File: src/rtl/acc_display_pkg.sv
// acc_display_pkg
//   Shared definitions for the accumulator BCD display stage: the converter
//   FSM state encoding and the active-low 7-segment patterns ({g,f,e,d,c,b,a},
//   0 = segment lit).
package acc_display_pkg;

  typedef enum logic [1:0] {
    ST_IDLE  = 2'd0,
    ST_SHIFT = 2'd1,
    ST_LATCH = 2'd2
  } state_e;

  localparam logic [6:0] SEG_BLANK = 7'h7F;

  localparam logic [6:0] SEG_0 = 7'b1000000;
  localparam logic [6:0] SEG_1 = 7'b1111001;
  localparam logic [6:0] SEG_2 = 7'b0100100;
  localparam logic [6:0] SEG_3 = 7'b0110000;
  localparam logic [6:0] SEG_4 = 7'b0011001;
  localparam logic [6:0] SEG_5 = 7'b0010010;
  localparam logic [6:0] SEG_6 = 7'b0000010;
  localparam logic [6:0] SEG_7 = 7'b1111000;
  localparam logic [6:0] SEG_8 = 7'b0000000;
  localparam logic [6:0] SEG_9 = 7'b0010000;

endpackage

File: src/rtl/bcd_to_seg7.sv
// bcd_to_seg7
//   Combinational BCD nibble to active-low 7-segment decoder.
//   Ports:
//     nibble_i  BCD digit (values above 9 decode to blank)
//     blank_i   force the display dark
//     seg_o     active-low segments {g,f,e,d,c,b,a}
module bcd_to_seg7
  import acc_display_pkg::*;
(
  input  logic [3:0] nibble_i,
  input  logic       blank_i,
  output logic [6:0] seg_o
);

  always_comb begin
    seg_o = SEG_BLANK;
    if (!blank_i) begin
      unique case (nibble_i)
        4'd0:    seg_o = SEG_0;
        4'd1:    seg_o = SEG_1;
        4'd2:    seg_o = SEG_2;
        4'd3:    seg_o = SEG_3;
        4'd4:    seg_o = SEG_4;
        4'd5:    seg_o = SEG_5;
        4'd6:    seg_o = SEG_6;
        4'd7:    seg_o = SEG_7;
        4'd8:    seg_o = SEG_8;
        4'd9:    seg_o = SEG_9;
        default: seg_o = SEG_BLANK;
      endcase
    end
  end

endmodule

File: src/rtl/acc_bcd_display.sv
// acc_bcd_display
//   Captures the 8-bit accumulator result plus its carry bit as one unsigned
//   operand, converts it to BCD with a one-bit-per-clock shift-add-3 sequence
//   and registers the decoded digits onto three active-low 7-seg displays,
//   optionally blanking leading zeros. Displays hold between conversions.
//   Ports:
//     clk          rising-edge clock
//     reset        synchronous active-high reset
//     start        conversion request, honoured only while idle
//     value, ovf   operand {ovf, value}, sampled on the accepting edge
//     busy         conversion in progress (SHIFT or LATCH)
//     done         one-cycle pulse following the display update
//     HEX0..HEX2   units / tens / hundreds segments, active-low
module acc_bcd_display #(
  parameter int unsigned WIDTH    = 9,
  parameter int unsigned DIGITS   = 3,
  parameter bit          BLANK_LZ = 1'b1
) (
  input  logic       clk,
  input  logic       reset,
  input  logic       start,
  input  logic [7:0] value,
  input  logic       ovf,
  output logic       busy,
  output logic       done,
  output logic [6:0] HEX0,
  output logic [6:0] HEX1,
  output logic [6:0] HEX2
);

  import acc_display_pkg::*;

  localparam int unsigned CNT_W = $clog2(WIDTH + 1);
  localparam int unsigned BCD_W = 4 * DIGITS;

  state_e                   state_q, state_d;
  logic [CNT_W-1:0]         cnt_q, cnt_d;
  logic [BCD_W-1:0]         bcd_q, bcd_d, bcd_adj;
  logic [WIDTH-1:0]         op_q, op_d;
  logic [BCD_W+WIDTH-1:0]   shift_w;
  logic                     done_q, done_d;
  logic [6:0]               hex0_q, hex0_d, hex1_q, hex1_d, hex2_q, hex2_d;

  logic [DIGITS-1:0]        blank_w;
  logic [6:0]               seg_w [DIGITS];

  // Shift-add-3 correction: any nibble >= 5 would reach >= 10 after the
  // doubling, so pre-add 3 to carry it into the next decade.
  always_comb begin
    bcd_adj = bcd_q;
    for (int unsigned i = 0; i < DIGITS; i++) begin
      if (bcd_q[4*i +: 4] >= 4'd5) begin
        bcd_adj[4*i +: 4] = bcd_q[4*i +: 4] + 4'd3;
      end
    end
  end

  assign shift_w = {bcd_adj, op_q} << 1;

  // A digit is blanked when it and every more-significant digit are zero;
  // the units digit always shows.
  always_comb begin
    logic higher_zero;
    int unsigned d;
    higher_zero = 1'b1;
    blank_w     = '0;
    for (int unsigned i = 0; i < DIGITS; i++) begin
      d           = DIGITS - 1 - i;
      higher_zero = higher_zero & (bcd_q[4*d +: 4] == 4'd0);
      blank_w[d]  = BLANK_LZ & higher_zero & (d != 0);
    end
  end

  for (genvar g = 0; g < DIGITS; g++) begin : g_seg
    bcd_to_seg7 u_seg (
      .nibble_i (bcd_q[4*g +: 4]),
      .blank_i  (blank_w[g]),
      .seg_o    (seg_w[g])
    );
  end

  always_comb begin
    state_d = state_q;
    cnt_d   = cnt_q;
    bcd_d   = bcd_q;
    op_d    = op_q;
    done_d  = 1'b0;
    hex0_d  = hex0_q;
    hex1_d  = hex1_q;
    hex2_d  = hex2_q;
    unique case (state_q)
      ST_IDLE: begin
        if (start) begin
          op_d    = WIDTH'({ovf, value});
          bcd_d   = '0;
          cnt_d   = '0;
          state_d = ST_SHIFT;
        end
      end
      ST_SHIFT: begin
        bcd_d = shift_w[BCD_W+WIDTH-1:WIDTH];
        op_d  = shift_w[WIDTH-1:0];
        cnt_d = cnt_q + CNT_W'(1);
        if (cnt_q == CNT_W'(WIDTH - 1)) begin
          state_d = ST_LATCH;
        end
      end
      ST_LATCH: begin
        hex0_d  = seg_w[0];
        hex1_d  = seg_w[1];
        hex2_d  = seg_w[2];
        done_d  = 1'b1;
        state_d = ST_IDLE;
      end
      default: state_d = ST_IDLE;
    endcase
  end

  always_ff @(posedge clk) begin
    if (reset) begin
      state_q <= ST_IDLE;
      cnt_q   <= '0;
      bcd_q   <= '0;
      op_q    <= '0;
      done_q  <= 1'b0;
      hex0_q  <= SEG_BLANK;
      hex1_q  <= SEG_BLANK;
      hex2_q  <= SEG_BLANK;
    end else begin
      state_q <= state_d;
      cnt_q   <= cnt_d;
      bcd_q   <= bcd_d;
      op_q    <= op_d;
      done_q  <= done_d;
      hex0_q  <= hex0_d;
      hex1_q  <= hex1_d;
      hex2_q  <= hex2_d;
    end
  end

  assign busy = (state_q != ST_IDLE);
  assign done = done_q;
  assign HEX0 = hex0_q;
  assign HEX1 = hex1_q;
  assign HEX2 = hex2_q;

endmodule

File: config.mk
export PLATFORM = sky130hd
export DESIGN_NAME = acc_bcd_display
export DESIGN_NICKNAME = d
export VERILOG_FILES = /design/src/rtl/acc_display_pkg.sv /design/src/rtl/bcd_to_seg7.sv /design/src/rtl/acc_bcd_display.sv
export SDC_FILE = /design/constraint.sdc
export NUM_CORES = 1
export LEC_CHECK = 0
export CORE_MARGIN = 2
export CORE_UTILIZATION = 55
export DETAILED_ROUTE_END_ITERATION = 12
export PLACE_DENSITY = 0.88
export REMOVE_ABC_BUFFERS = 1
export SLEW_MARGIN = 25
export SYNTH_ARGS = -nofsm -noshare
export SYNTH_HDL_FRONTEND = slang
export SYNTH_SLANG_ARGS = --single-unit
File: constraint.sdc
create_clock -name clk -period 4.1 [get_ports clk]
set_clock_uncertainty 0.15 [all_clocks]
set_input_delay 0.82 -clock clk [delete_from_list [all_inputs] [get_ports clk]]
set_output_delay 0.82 -clock clk [all_outputs]
set_load 0.02 [all_outputs]
==> flow_metrics.env, run 1 <==
export IMPL_synth_edf_count=0
export IMPL_clk_pin_slew_worst_paths_ns=0.06
export IMPL_pwr_density_cell_mw_per_mm2=334
export IMPL_min_delay_worst_endpoint="HEX1[2]"
export IMPL_relSlewSlack_pct=59.9
export IMPL_irDropWorstVdd_v=0.000260
export IMPL_cts_buffers=9
export IMPL_clockBufferDepth=2
export IMPL_wl_per_cell_um=13.5
export IMPL_gr_total_overflow=0
export IMPL_yosysMostFrequentCell="dfxtp_1"
export IMPL_gr_usage_all_layers_pct=21.8
export IMPL_synth_top_area_share_pct=40.7
export IMPL_setup_violations=0
export IMPL_antenna_left=0
export IMPL_dr_total_vias=2564
export IMPL_syn_to_final_growth_pct=18.2
export IMPL_wirelength_mm=6.20
export IMPL_rr_worst_depth=9
export IMPL_postCtsResizedCells=0
export IMPL_antenna_cells=0
export IMPL_cts_sinks=63
export IMPL_coreArea_mm2=0.00547
export IMPL_ys_top_cells_by_count="dfxtp_1, nand2_1, nor2_1"
export IMPL_cts_setup_buffers=0
export IMPL_holdPathStages=2
export IMPL_path_max_fanout=23
export IMPL_setup_tns_ns=0
export IMPL_num_rows=27
export IMPL_drive_above_1_share_pct=9.02
export IMPL_run_status="finished, final reports clean"
export IMPL_period_share_pct=73.4
export IMPL_fp_dieH_um=79.1
export IMPL_start_util_pct=56.6
export IMPL_place_gp_congestion=0.912
export IMPL_placed_cells_incl_taps=444
export IMPL_layout_cells_non_filler=460
export IMPL_nets=417
export IMPL_synthTopCellsByArea="dfxtp_1, ha_1, nand2_1"
export IMPL_grt_max_degree=34
export IMPL_crit_start="start"
export IMPL_n_fill_cell=450
export IMPL_p_leak_nw=1.50
export IMPL_hp_class="reg -> reg"
export IMPL_post_route_min_period_ns=3.01
export IMPL_ys_seq_elements=63
export IMPL_initialDrtViolationCount=203
export IMPL_rsz0062_at_grt="false"
export IMPL_post_synth_top_area_cell="dfxtp_1"
export IMPL_cp_arrival_ns=3.10
export IMPL_drc=0
export IMPL_rrSetupSlack_ns=1.35
export IMPL_met3_length_um=273
export IMPL_synth_cells=351
export IMPL_critPathKind="in -> reg"
export IMPL_postCtsHoldBufs=0
export IMPL_htreeDepth=3
export IMPL_power_mw=1.22
export IMPL_synth_area_mm2=0.00310
export IMPL_synth_async_reset_ratio_pct=0
export IMPL_cts_root_buf="clkbuf_8"
export IMPL_syn_avg_cell_area_um2=8.83
export IMPL_synth_distinct_cells=52
export IMPL_synthFlopType="dfxtp_1"
export IMPL_slew_viol_final=0
export IMPL_ys_seq_area_share_pct=40.7
export IMPL_cp_data_required_time_ns=4.19
export IMPL_wl_met2_mm=2.90
export IMPL_drv_cap=0
export IMPL_dp_hpwl_mm=4.16
export IMPL_end_kind="register"
export IMPL_port_buffers=34
export IMPL_dieArea_mm2=0.00625
export IMPL_top_layer="met4"
export IMPL_clk_latency_ns=0.35
export IMPL_grt_antenna_before_repair=0
export IMPL_vias_per_cell=5.57
export IMPL_worstReg2RegStart="state_q[0]"
export IMPL_max_freq_mhz=332
export IMPL_wirelength_met1_mm=2.94
export IMPL_io_pins=35
export IMPL_fp_dieW_um=79.1
export IMPL_cts_tree="done"
export IMPL_cp_start_kind="primary input"
export IMPL_grt_pass1_wl_mm=10.8
export IMPL_tightestPinTransition_ns=0.600
export IMPL_drtPass1Iterations=4
export IMPL_yosysWarnings=0
export IMPL_hold_violations=0
export IMPL_grt_pass1_vias=2396
## layer usage
layer	up-vias	GRT usage, %
met1	1188	28.5
met2	49	33.7
met5	-	0
met4	0	9.83
met3	8	5.91
li1	1319	-
## cells in the final DEF, fill, tap and decap left out, types with 3 or more instances in the layout
cell type         n
ha_1             22
a211oi_1         12
clkinv_2          3
inv_1            20
a21o_1            3
nor2_1           31
a2111oi_0         4
a211o_1           3
clkbuf_8         10
inv_2             3
a21oi_1          23
mux2i_1           9
nor3_1           15
buf_4             3
clkdlybuf4s50_1  34
o21ai_0          15
nand2b_1         10
a22oi_1           3
nand3_1           4
o221a_2           3
o22ai_1          16
dfxtp_1          63
nand2_1          37
## where the power goes
part | internal (mW) | switching, mW
combinational | 0.0309 | 0.0371
clock | 0.294 | 0.231
sequential | 0.622 | 0.00868
## logic make-up (layout without fill, tap and decap cells)
group	Yosys count	count (layout)	share of synthesized area [%]
xor+xnor	2	2	0.565
mux	10	10	3.27
simple gates	112	112	17.2
compound gates	102	102	24.0
flops	63	63	40.7
fa+ha+maj	22	22	8.88
buf+inv	40	77	5.41
## through the flow
step	utilization [%]	hold slack, ns	cell area (µm²)	worst slack [ns]
finish	67.0	0.293	3660	1.09
global placement	63.5	0.270	3470	0.802
global route	67.0	0.304	3660	0.836
CTS	67.0	0.295	3660	1.10
detailed placement	63.5	0.280	3470	0.746
floorplan	-	0.268	3020	1.38
## cell type report
cell class | count | area, µm² | share of cell area, %
Sequential cell | 63 | 1260 | 34.4
Inverter | 24 | 90.1 | 2.46
Multi-Input combinational cell | 248 | 1670 | 45.6
Timing Repair Buffer | 37 | 363 | 9.90
Clock inverter | 4 | 45.0 | 1.23
Clock buffer | 12 | 145 | 3.96
Tap cell | 72 | 90.1 | 2.46
## worst max-delay path by stage
stage               endpoint  slack (ns)
floorplan           register        1.38
global placement    register        0.80
detailed placement  register        0.75
CTS                 register        1.10
global route        register        0.84
finish              register        1.09
## worst max-delay path, cell delays in order
cell             delay, ns
clkdlybuf4s50_1       0.50
o21ba_4               0.32
nor2_1                0.37
nand2_1               0.12
o21ai_0               0.20
inv_1                 0.16
ha_1                  0.33
a21oi_1               0.07
o21a_1                0.19
No activity file was read; power rests on OpenSTA's default activity.
==> inputs of run 2 (changes only) <==
==> constraint.sdc (replaced) <==
create_clock -name clk -period 3 [get_ports clk]
set_clock_uncertainty 0.15 [all_clocks]
set_input_delay 0.6 -clock clk [delete_from_list [all_inputs] [get_ports clk]]
set_output_delay 0.6 -clock clk [all_outputs]
set_load 0.02 [all_outputs]
==> flow_metrics.env, run 2 (synthesized netlist as in run 1, its figures left out) <==
export IMPL_dr_total_vias=2628
export IMPL_rsz0062_at_grt="false"
export IMPL_worstReg2RegStart="bcd_q[1]"
export IMPL_setup_violations=0
export IMPL_grt_max_degree=34
export IMPL_drv_cap=0
export IMPL_syn_to_final_growth_pct=20.5
export IMPL_vias_per_cell=5.63
export IMPL_critPathKind="in -> reg"
export IMPL_drc=0
export IMPL_final_common_cell="dfxtp_1"
export IMPL_setup_tns_ns=0
export IMPL_gr_usage_all_layers_pct=22.3
export IMPL_end_kind="register"
export IMPL_n_fill_cell=462
export IMPL_critical_path_top_delay_family="compound AO/OA/AOI/OAI gates"
export IMPL_gr_total_overflow=0
export IMPL_hold_violations=0
export IMPL_period_share_pct=87.6
export IMPL_grt_antenna_before_repair=0
export IMPL_irDropWorstVdd_v=0.000283
export IMPL_final_util_pct=68.3
export IMPL_hold_slack_ns=0.289
export IMPL_cp_num_buf_inv=3
export IMPL_antenna_cells=0
export IMPL_htreeDepth=3
export IMPL_max_freq_mhz=381
export IMPL_cp_data_required_time_ns=3.14
export IMPL_cts_tree="done"
export IMPL_crit_start="reset"
export IMPL_cp_start_kind="primary input"
export IMPL_wl_per_cell_um=13.6
export IMPL_cts_setup_buffers=0
export IMPL_placed_cells_incl_taps=451
export IMPL_path_max_fanout=5
export IMPL_cts_buffers=9
export IMPL_clockBufferDepth=2
export IMPL_postCtsHoldBufs=0
export IMPL_hp_class="reg -> reg"
export IMPL_drtPass1Iterations=4
export IMPL_layout_cells_non_filler=467
export IMPL_relSlewSlack_pct=54.7
export IMPL_nets=424
export IMPL_p_leak_nw=1.54
export IMPL_place_gp_congestion=0.942
export IMPL_slowest_stage="or3b_1"
export IMPL_cts_sinks=63
export IMPL_slew_viol_final=0
export IMPL_dp_hpwl_mm=4.48
export IMPL_post_route_min_period_ns=2.63
export IMPL_antenna_left=0
export IMPL_io_pins=35
export IMPL_crit_chain="clkdlybuf4s50_1 > or3b_1 > a2111oi_4 > a211o_2 > inv_2 > ha_1 > inv_1 > nor3_1 > a311o_1 > nand2_1"
export IMPL_cp_arrival_ns=2.77
export IMPL_clk_pin_slew_worst_paths_ns=0.06
export IMPL_grt_pass1_wl_mm=10.9
export IMPL_initialDrtViolationCount=151
export IMPL_max_stage_delay_ns=0.46
export IMPL_pwr_density_cell_mw_per_mm2=463
export IMPL_drive_above_1_share_pct=10.9
export IMPL_cts_root_buf="clkbuf_8"
export IMPL_fp_dieH_um=79.1
export IMPL_tightestPinTransition_ns=0.678
export IMPL_fp_dieW_um=79.1
export IMPL_wirelength_mm=6.36
export IMPL_clk_latency_ns=0.35
export IMPL_postCtsResizedCells=0
export IMPL_port_buffers=34
export IMPL_layout_common_cells="dfxtp_1, nand2_1, clkdlybuf4s50_1"
export IMPL_dieArea_mm2=0.00625
export IMPL_coreArea_mm2=0.00547
export IMPL_grt_pass1_vias=2401
export IMPL_start_util_pct=56.6
export IMPL_num_rows=27
export IMPL_run_status="finished, final reports clean"
-- run 2: cell count changes in the layout (fill, tap and decap cells not counted), sizes merged --
cell	previous run	this run
clkbuf	12	13
clkinv	4	3
buf	3	10
-- run 2: layout make-up --
cell class / instances / area [µm²] / share of cell area [%]
clock buffers: 13 / 169 / 4.52
clock inverters: 3 / 40.0 / 1.07
inverters: 24 / 90.1 / 2.41
multi-input cells: 248 / 1670 / 44.7
flip-flops and latches: 63 / 1260 / 33.8
well taps: 72 / 90.1 / 2.41
repair buffers: 44 / 415 / 11.1
-- run 2: through the flow --
| step | area [µm²] | setup WS (ns) | power, mW |
|---|---|---|---|
| floorplan | 3020 | 0.502 | 0.932 |
| global placement | 3530 | 0.0686 | 0.975 |
| detailed placement | 3530 | 0.0226 | 0.979 |
| CTS | 3740 | 0.367 | 1.74 |
| global route | 3740 | 0.143 | 1.79 |
| finish | 3740 | 0.372 | 1.73 |
-- run 2: metal layers --
metal  vias to the layer above  share of wire (%)  global-route usage (%)
met5                         -                  0                       0
met4                         0                2.0                    10.7
met3                        13                5.2                    6.25
met2                        66                 46                    35.8
met1                      1223                 47                    27.5
li1                       1326                  -                       -
-- run 2: worst paths after layout --
kind,slack [ns],endpoint,cells past startpoint
setup / recovery,0.37,register,10
hold / removal,0.29,HEX2[6],2
setup reg to reg,0.38,register,10
hold reg to reg,0.29,HEX2[6],2
-- run 2: power breakdown --
group	total, mW	switching, mW	internal [mW]
clock network	0.769	0.320	0.449
logic	0.101	0.0552	0.0460
registers	0.860	0.0105	0.850
total	1.73	0.386	1.34
-- run 2: worst min-delay path, delay by kind of cell (launching register included) --
kind            cells  cell delay [ns]
simple gates        1             0.05
compound gates      1             0.05
flops               1             0.30
